`config.mk`:
```
export PLATFORM = sky130hd
export DESIGN_NAME = unfill_111to101_flat
export DESIGN_NICKNAME = d
export VERILOG_FILES = /design/src/rtl/unfill_111to101_pkg.sv /design/src/rtl/unfill_111to101_if.sv /design/src/rtl/unfill_111to101_win3_clear.sv /design/src/rtl/unfill_111to101.sv /design/src/flat_wrapper.sv
export SDC_FILE = /design/constraint.sdc
export NUM_CORES = 1
export LEC_CHECK = 0
export BUFFER_PORTS_ARGS = -buffer_cell sky130_fd_sc_hd__buf_2
export CORE_MARGIN = 2
export CORE_UTILIZATION = 35
export DETAILED_ROUTE_END_ITERATION = 7
export SYNTH_ARGS = -nofsm -noshare
export SYNTH_HDL_FRONTEND = slang
export SYNTH_SLANG_ARGS = --single-unit
```
`constraint.sdc`:
```
create_clock -name clk -period 2.22 [get_ports clk]
set_input_delay 0.444 -clock clk [delete_from_list [all_inputs] [get_ports clk]]
set_output_delay 0.444 -clock clk [all_outputs]
set_load 0.1 [all_outputs]
```
`src/rtl/unfill_111to101_pkg.sv`:
```
// Shared types and constants for the 111->101 unfill decoder.
// Optional PATTERN_CHECK_EN adds a 101-pattern error flag to the result.
package unfill_111to101_pkg;

    typedef enum logic [1:0] {IDLE, SCAN, DONE} state_t;

    localparam int WIDTH_MIN = 3;
    localparam int WIDTH_MAX = 16;

    // Count width; also wide enough to hold the scan pointer (max WIDTH-1).
    function automatic int cw_of(input int w);
        return $clog2(w);
    endfunction

endpackage

```
`src/rtl/unfill_111to101_if.sv`:
```
// Word-in / result-out handshake bundle for unfill_111to101.
// out_err exists only when PATTERN_CHECK_EN is defined.
interface unfill_111to101_if
    import unfill_111to101_pkg::*;
#(
    parameter int WIDTH = 6
);
    localparam int CW = cw_of(WIDTH);

    logic             in_valid;
    logic             in_ready;
    logic [WIDTH-1:0] in_data;
    logic             out_valid;
    logic             out_ready;
    logic [WIDTH-1:0] out_data;
    logic [CW-1:0]    out_cnt;
`ifdef PATTERN_CHECK_EN
    logic             out_err;
`endif

    modport master (
        output in_valid, in_data, out_ready,
        input  in_ready, out_valid, out_data, out_cnt
`ifdef PATTERN_CHECK_EN
        , input out_err
`endif
    );

    modport slave (
        input  in_valid, in_data, out_ready,
        output in_ready, out_valid, out_data, out_cnt
`ifdef PATTERN_CHECK_EN
        , output out_err
`endif
    );

endinterface

```
`src/rtl/unfill_111to101_win3_clear.sv`:
```
// One 3-bit window step: a 111 window gets its middle bit cleared.
module win3_clear (
    input  logic [2:0] i_win,
    output logic [2:0] o_win,
    output logic       o_clr
);
    assign o_clr = (i_win == 3'b111);
    assign o_win = o_clr ? 3'b101 : i_win;
endmodule

```
`src/rtl/unfill_111to101.sv`:
```
// Sequential 111->101 decoder: scans one 3-bit window per clock, MSB to LSB.
// Define PATTERN_CHECK_EN to flag input words containing an illegal 101.
module unfill_111to101
    import unfill_111to101_pkg::*;
#(
    parameter int WIDTH = 6
) (
    input  logic            clk,
    input  logic            rst_n,
    unfill_111to101_if.slave bus
);
    localparam int CW = cw_of(WIDTH);

    state_t           r_state;
    logic [WIDTH-1:0] r_work;
    logic [WIDTH-1:0] r_out_data;
    logic [CW-1:0]    r_ptr;
    logic [CW-1:0]    r_cnt;
    logic [CW-1:0]    r_out_cnt;
    logic             r_in_ready;
    logic             r_out_valid;

    logic [CW-1:0]    w_sh;
    logic [2:0]       w_win;
    logic [2:0]       w_win_new;
    logic             w_clr;
    logic [WIDTH-1:0] w_work_upd;
    logic [CW-1:0]    w_cnt_upd;

    // Window LSB sits at ptr-2; shifting avoids out-of-range part selects.
    always_comb begin
        w_sh       = r_ptr - CW'(2);
        w_win      = 3'(r_work >> w_sh);
        w_work_upd = (r_work & ~(WIDTH'(3'b111) << w_sh)) | (WIDTH'(w_win_new) << w_sh);
        w_cnt_upd  = r_cnt + {{(CW-1){1'b0}}, w_clr};
    end

    win3_clear u_win (
        .i_win (w_win),
        .o_win (w_win_new),
        .o_clr (w_clr)
    );

`ifdef PATTERN_CHECK_EN
    logic r_err;
    logic r_out_err;
    logic w_in_err;

    always_comb begin
        w_in_err = 1'b0;
        for (int k = 2; k < WIDTH; k++)
            if (bus.in_data[k -: 3] == 3'b101) w_in_err = 1'b1;
    end

    assign bus.out_err = r_out_err;
`endif

    always_ff @(posedge clk or negedge rst_n) begin
        if (!rst_n) begin
            r_state     <= IDLE;
            r_work      <= '0;
            r_ptr       <= '0;
            r_cnt       <= '0;
            r_out_data  <= '0;
            r_out_cnt   <= '0;
            r_in_ready  <= 1'b1;
            r_out_valid <= 1'b0;
`ifdef PATTERN_CHECK_EN
            r_err       <= 1'b0;
            r_out_err   <= 1'b0;
`endif
        end else begin
            case (r_state)
                IDLE: if (bus.in_valid) begin
                    r_work     <= bus.in_data;
                    r_ptr      <= CW'(WIDTH - 1);
                    r_cnt      <= '0;
                    r_in_ready <= 1'b0;
                    r_state    <= SCAN;
`ifdef PATTERN_CHECK_EN
                    r_err      <= w_in_err;
`endif
                end
                SCAN: begin
                    r_work <= w_work_upd;
                    r_cnt  <= w_cnt_upd;
                    if (r_ptr == CW'(2)) begin
                        r_out_data  <= w_work_upd;
                        r_out_cnt   <= w_cnt_upd;
                        r_out_valid <= 1'b1;
                        r_state     <= DONE;
`ifdef PATTERN_CHECK_EN
                        r_out_err   <= r_err;
`endif
                    end else begin
                        r_ptr <= r_ptr - CW'(1);
                    end
                end
                DONE: if (bus.out_ready) begin
                    r_out_valid <= 1'b0;
                    r_in_ready  <= 1'b1;
                    r_state     <= IDLE;
                end
                default: r_state <= IDLE;
            endcase
        end
    end

    assign bus.in_ready  = r_in_ready;
    assign bus.out_valid = r_out_valid;
    assign bus.out_data  = r_out_data;
    assign bus.out_cnt   = r_out_cnt;

endmodule

```
`src/flat_wrapper.sv`:
```
// flat-port wrapper written by rule: the top's interface ports become plain ports
module unfill_111to101_flat import unfill_111to101_pkg::*;
#(
    parameter int WIDTH = 6
)
  (clk, rst_n, bus_in_valid, bus_in_data, bus_out_ready, bus_in_ready, bus_out_valid, bus_out_data, bus_out_cnt);
  unfill_111to101_if #(.WIDTH(WIDTH)) bus_i ();
  input  logic clk;
  input  logic rst_n;
  input wire logic [$bits(bus_i.in_valid)-1:0] bus_in_valid;
  input wire logic [$bits(bus_i.in_data)-1:0] bus_in_data;
  input wire logic [$bits(bus_i.out_ready)-1:0] bus_out_ready;
  output wire logic [$bits(bus_i.in_ready)-1:0] bus_in_ready;
  output wire logic [$bits(bus_i.out_valid)-1:0] bus_out_valid;
  output wire logic [$bits(bus_i.out_data)-1:0] bus_out_data;
  output wire logic [$bits(bus_i.out_cnt)-1:0] bus_out_cnt;
  assign bus_i.in_valid = bus_in_valid;
  assign bus_i.in_data = bus_in_data;
  assign bus_i.out_ready = bus_out_ready;
  assign bus_in_ready = bus_i.in_ready;
  assign bus_out_valid = bus_i.out_valid;
  assign bus_out_data = bus_i.out_data;
  assign bus_out_cnt = bus_i.out_cnt;
  unfill_111to101 #(.WIDTH(WIDTH)) u_core (.clk(clk), .rst_n(rst_n), .bus(bus_i));
endmodule
```
==> flow_results.xml <==
<?xml version="1.0" encoding="UTF-8"?>
<metrics>
  <group name="worst_setup_path">
    <metric name="worstSetupPathType" unit="">reg2reg</metric>
    <metric name="timing.rr.start" unit="">u_core.r_ptr[1]</metric>
    <metric name="r2r_setup_slack" unit="ps">80</metric>
    <metric name="critical_path.endpoint_type" unit="">flip-flop</metric>
    <metric name="crit_path_max_fanout" unit="">3</metric>
    <metric name="capturing_point_of_the_worst_reg2reg_path" unit="">u_core.r_cnt[2]</metric>
    <metric name="worst_r2r_path_depth" unit="">10</metric>
    <metric name="crit_path_start_kind" unit="">flip-flop</metric>
    <metric name="crit_arrival" unit="ps">2300</metric>
    <metric name="required_time_at_the_endpoint_of_the_critical_path" unit="ps">2380</metric>
  </group>
  <group name="timing">
    <metric name="report.final.hold_viol_count" unit="">0</metric>
    <metric name="report.final.setup_viol" unit="">0</metric>
    <metric name="worstMarginPinSlew" unit="ps">613</metric>
    <metric name="final.min_clock_period" unit="ps">2140</metric>
    <metric name="worst_slew_margin_rel" unit="%">58.9</metric>
    <metric name="post-route-period-util" unit="%">96.4</metric>
    <metric name="finClkSkew" unit="ps">4.41</metric>
    <metric name="slew_viol_final" unit="">0</metric>
    <metric name="setup-tns-final" unit="ps">0</metric>
    <metric name="worst_hold_slack" unit="ps">153</metric>
    <metric name="max_freq" unit="GHz">0.467</metric>
  </group>
  <group name="detailed_routing">
    <metric name="post_drt_wl_per_cell" unit="µm">15.5</metric>
    <metric name="final_antenna_net_count" unit="">0</metric>
    <metric name="via_per_inst" unit="">5.40</metric>
    <metric name="detail_route.wirelength" unit="mm">3.57</metric>
    <metric name="dr_total_vias" unit="">1242</metric>
    <metric name="number_of_remaining_drc_errors" unit="">0</metric>
    <metric name="drt_pre_antenna_iters" unit="">4</metric>
    <metric name="first_iter_violations" unit="">75</metric>
  </group>
  <group name="die">
    <metric name="fp.coreArea" unit="µm²">4000</metric>
    <metric name="chipWidth" unit="µm">68.7</metric>
    <metric name="floorplan.initialDensity" unit="%">36.6</metric>
    <metric name="floorplan.io_pins" unit="">21</metric>
    <metric name="die_h" unit="µm">68.7</metric>
    <metric name="dieArea" unit="µm²">4720</metric>
    <metric name="placementRows" unit="">23</metric>
  </group>
  <group name="synth">
    <metric name="synth.lib_cells_used.distinct" unit="">43</metric>
    <metric name="synth-edff-count" unit="">0</metric>
    <metric name="ys_seq_area_share" unit="%">42.8</metric>
    <metric name="synth-async-reset-ratio" unit="%">100</metric>
    <metric name="synth_top_flop_cell" unit="">dfrtp_1</metric>
    <metric name="synth_nets" unit="">171</metric>
    <metric name="synthTopCellsByArea" unit="">dfrtp_1, a21oi_1, ha_1</metric>
    <metric name="synth_top_cells_by_count" unit="">dfrtp_1, nand2_1, a21oi_1</metric>
    <metric name="yosys_register_bits" unit="">25</metric>
    <metric name="synth_area_leader_cell" unit="">dfrtp_1</metric>
    <metric name="synth_area" unit="µm²">1460</metric>
    <metric name="synthesis.area_per_instance" unit="µm²">9.44</metric>
    <metric name="synth_cells" unit="">155</metric>
    <metric name="most_frequent_cell_after_synthesis" unit="">dfrtp_1</metric>
    <metric name="synth_warnings" unit="">0</metric>
    <metric name="area_share_of_the_largest_cell_type_after_synthesis" unit="%">41.0</metric>
  </group>
  <group name="finish">
    <metric name="areaGrowthSynthToFinish" unit="%">16.2</metric>
    <metric name="postLayoutCoreUtil" unit="%">42.5</metric>
    <metric name="layout-drive-gt1-share" unit="%">27.8</metric>
    <metric name="final_nets" unit="">197</metric>
    <metric name="count_of_antenna_diodes_in_the_layout" unit="">0</metric>
  </group>
  <group name="grt">
    <metric name="grt_start_max_net_pins" unit="">26</metric>
    <metric name="antenna_violations_before_repair" unit="">0</metric>
    <metric name="global_route.usage.total" unit="%">17.0</metric>
    <metric name="globalRouteOverflowTotal" unit="">0</metric>
    <metric name="grt_pass1_wl" unit="mm">5.91</metric>
    <metric name="grt_pass1_vias" unit="">1200</metric>
  </group>
  <group name="flow_run">
    <metric name="max_cap_violations" unit="">0</metric>
  </group>
  <group name="place">
    <metric name="gp_routability_congestion" unit="">0.840</metric>
    <metric name="dpl.hpwl" unit="mm">2.55</metric>
    <metric name="portBuffers" unit="">20</metric>
  </group>
  <group name="clock_tree">
    <metric name="clk_pin_slew" unit="ps">90</metric>
    <metric name="clockBufferDepth" unit="">2</metric>
    <metric name="tritoncts_clock_tree" unit="">done</metric>
    <metric name="clockRootBuffer" unit="">clkbuf_8</metric>
    <metric name="tritoncts_sinks" unit="">25</metric>
    <metric name="htreeDepth" unit="">1</metric>
    <metric name="cts-buffers-inserted" unit="">3</metric>
    <metric name="clock_insertion_delay_worst_skew" unit="ps">270</metric>
  </group>
  <group name="run_status">
    <metric name="run_status" unit="">completed</metric>
  </group>
  <group name="min_path">
    <metric name="hold_class" unit="">in2async</metric>
  </group>
</metrics>
## placed cells by master (no fill, tap or decap), types with 4 or more instances in the layout
master    netlist  final
dfrtp_1        24     24
buf_2           2     20
nand2b_1        4      4
a22o_1          4      4
a21oi_1        15     15
nor2_1         12     12
nor2b_1         5      5
buf_4           0     10
nand2_1        17     17
o22ai_1         4      4
o21ai_0        12     12
inv_1           7      6
## state kept, by name (all words and copies together) (netlist names)
register and flops:
u_core.bus.out_valid 1, u_core.r_ptr 3, u_core.r_cnt 3, u_core.bus.out_data 6
u_core.bus.out_cnt 3, u_core.r_state 2, u_core.r_work 6, u_core.bus.in_ready 1
## cell families (layout without fill, tap and decap cells)
| logic type | after synthesis | count (layout) | share of synthesized area [%] |
|---|---|---|---|
| muxes | 4 | 4 | 3.68 |
| buffers and inverters | 17 | 42 | 7.44 |
| AOI/OAI and AO/OA | 51 | 51 | 22.6 |
| adders and majority gates | 6 | 6 | 5.13 |
| DFF | 25 | 25 | 42.8 |
| and+or+nand+nor | 52 | 52 | 18.3 |
## through the flow
| stage | instances | setup slack (ps) | cell area (µm²) |
|---|---|---|---|
| after floorplan | 155 | 94.0 | 1460 |
| after global placement | 225 | 147 | 1620 |
| after detailed placement | 225 | 73.6 | 1620 |
| after CTS | 229 | 42.6 | 1660 |
| after global routing | 230 | -13.7 | 1700 |
| final | 230 | 80.4 | 1700 |
## metal layers
layer | wire, µm | track usage (%) | vias up
met5 | 0 | 0 | -
met4 | 42 | 8.25 | 0
met3 | 139 | 4.71 | 6
met2 | 1690 | 24.6 | 30
met1 | 1690 | 23.3 | 600
li1 | - | - | 606
## worst max-delay path, cell delays in order, from the launching register on
cell	delay, ps
dfrtp_1	420
ha_4	260
or2b_4	260
o21ai_2	160
nor2_1	70
nor2_1	100
ha_2	180
ha_2	170
nand2b_1	110
o21ai_0	100
a22o_1	210
## how the worst max path moves through the flow
stage	from	end	slack, ps	cells past startpoint
final	u_core.r_ptr[1]	u_core.r_cnt[2]	80	10
after global routing	u_core.r_ptr[1]	u_core.r_cnt[2]	-10	10
after CTS	u_core.r_ptr[1]	u_core.r_cnt[2]	40	10
after detailed placement	u_core.r_ptr[1]	u_core.r_cnt[2]	70	10
after global placement	u_core.r_ptr[1]	u_core.r_cnt[2]	150	10
after floorplan	u_core.r_ptr[2]	u_core.r_cnt[2]	90	11
## layout make-up
| type | count | area [µm²] |
|---|---|---|
| Fill cell | 395 | 2300 |
| Tap cell | 50 | 62.6 |
| Clock buffer | 4 | 45.0 |
| Timing Repair Buffer | 31 | 186 |
| Multi-Input combinational cell | 113 | 753 |
| Inverter | 7 | 26.3 |
| Sequential cell | 25 | 627 |
## timing repair
item	CTS	global route
setup buffers	0	1
endpoints found under the setup margin	0	1
hold buffers	0	0
gates resized for setup	0	7
Power is left out: the tool's default activity adds up to more than one toggle a clock period on the data nets, which glitch-free logic cannot reach.
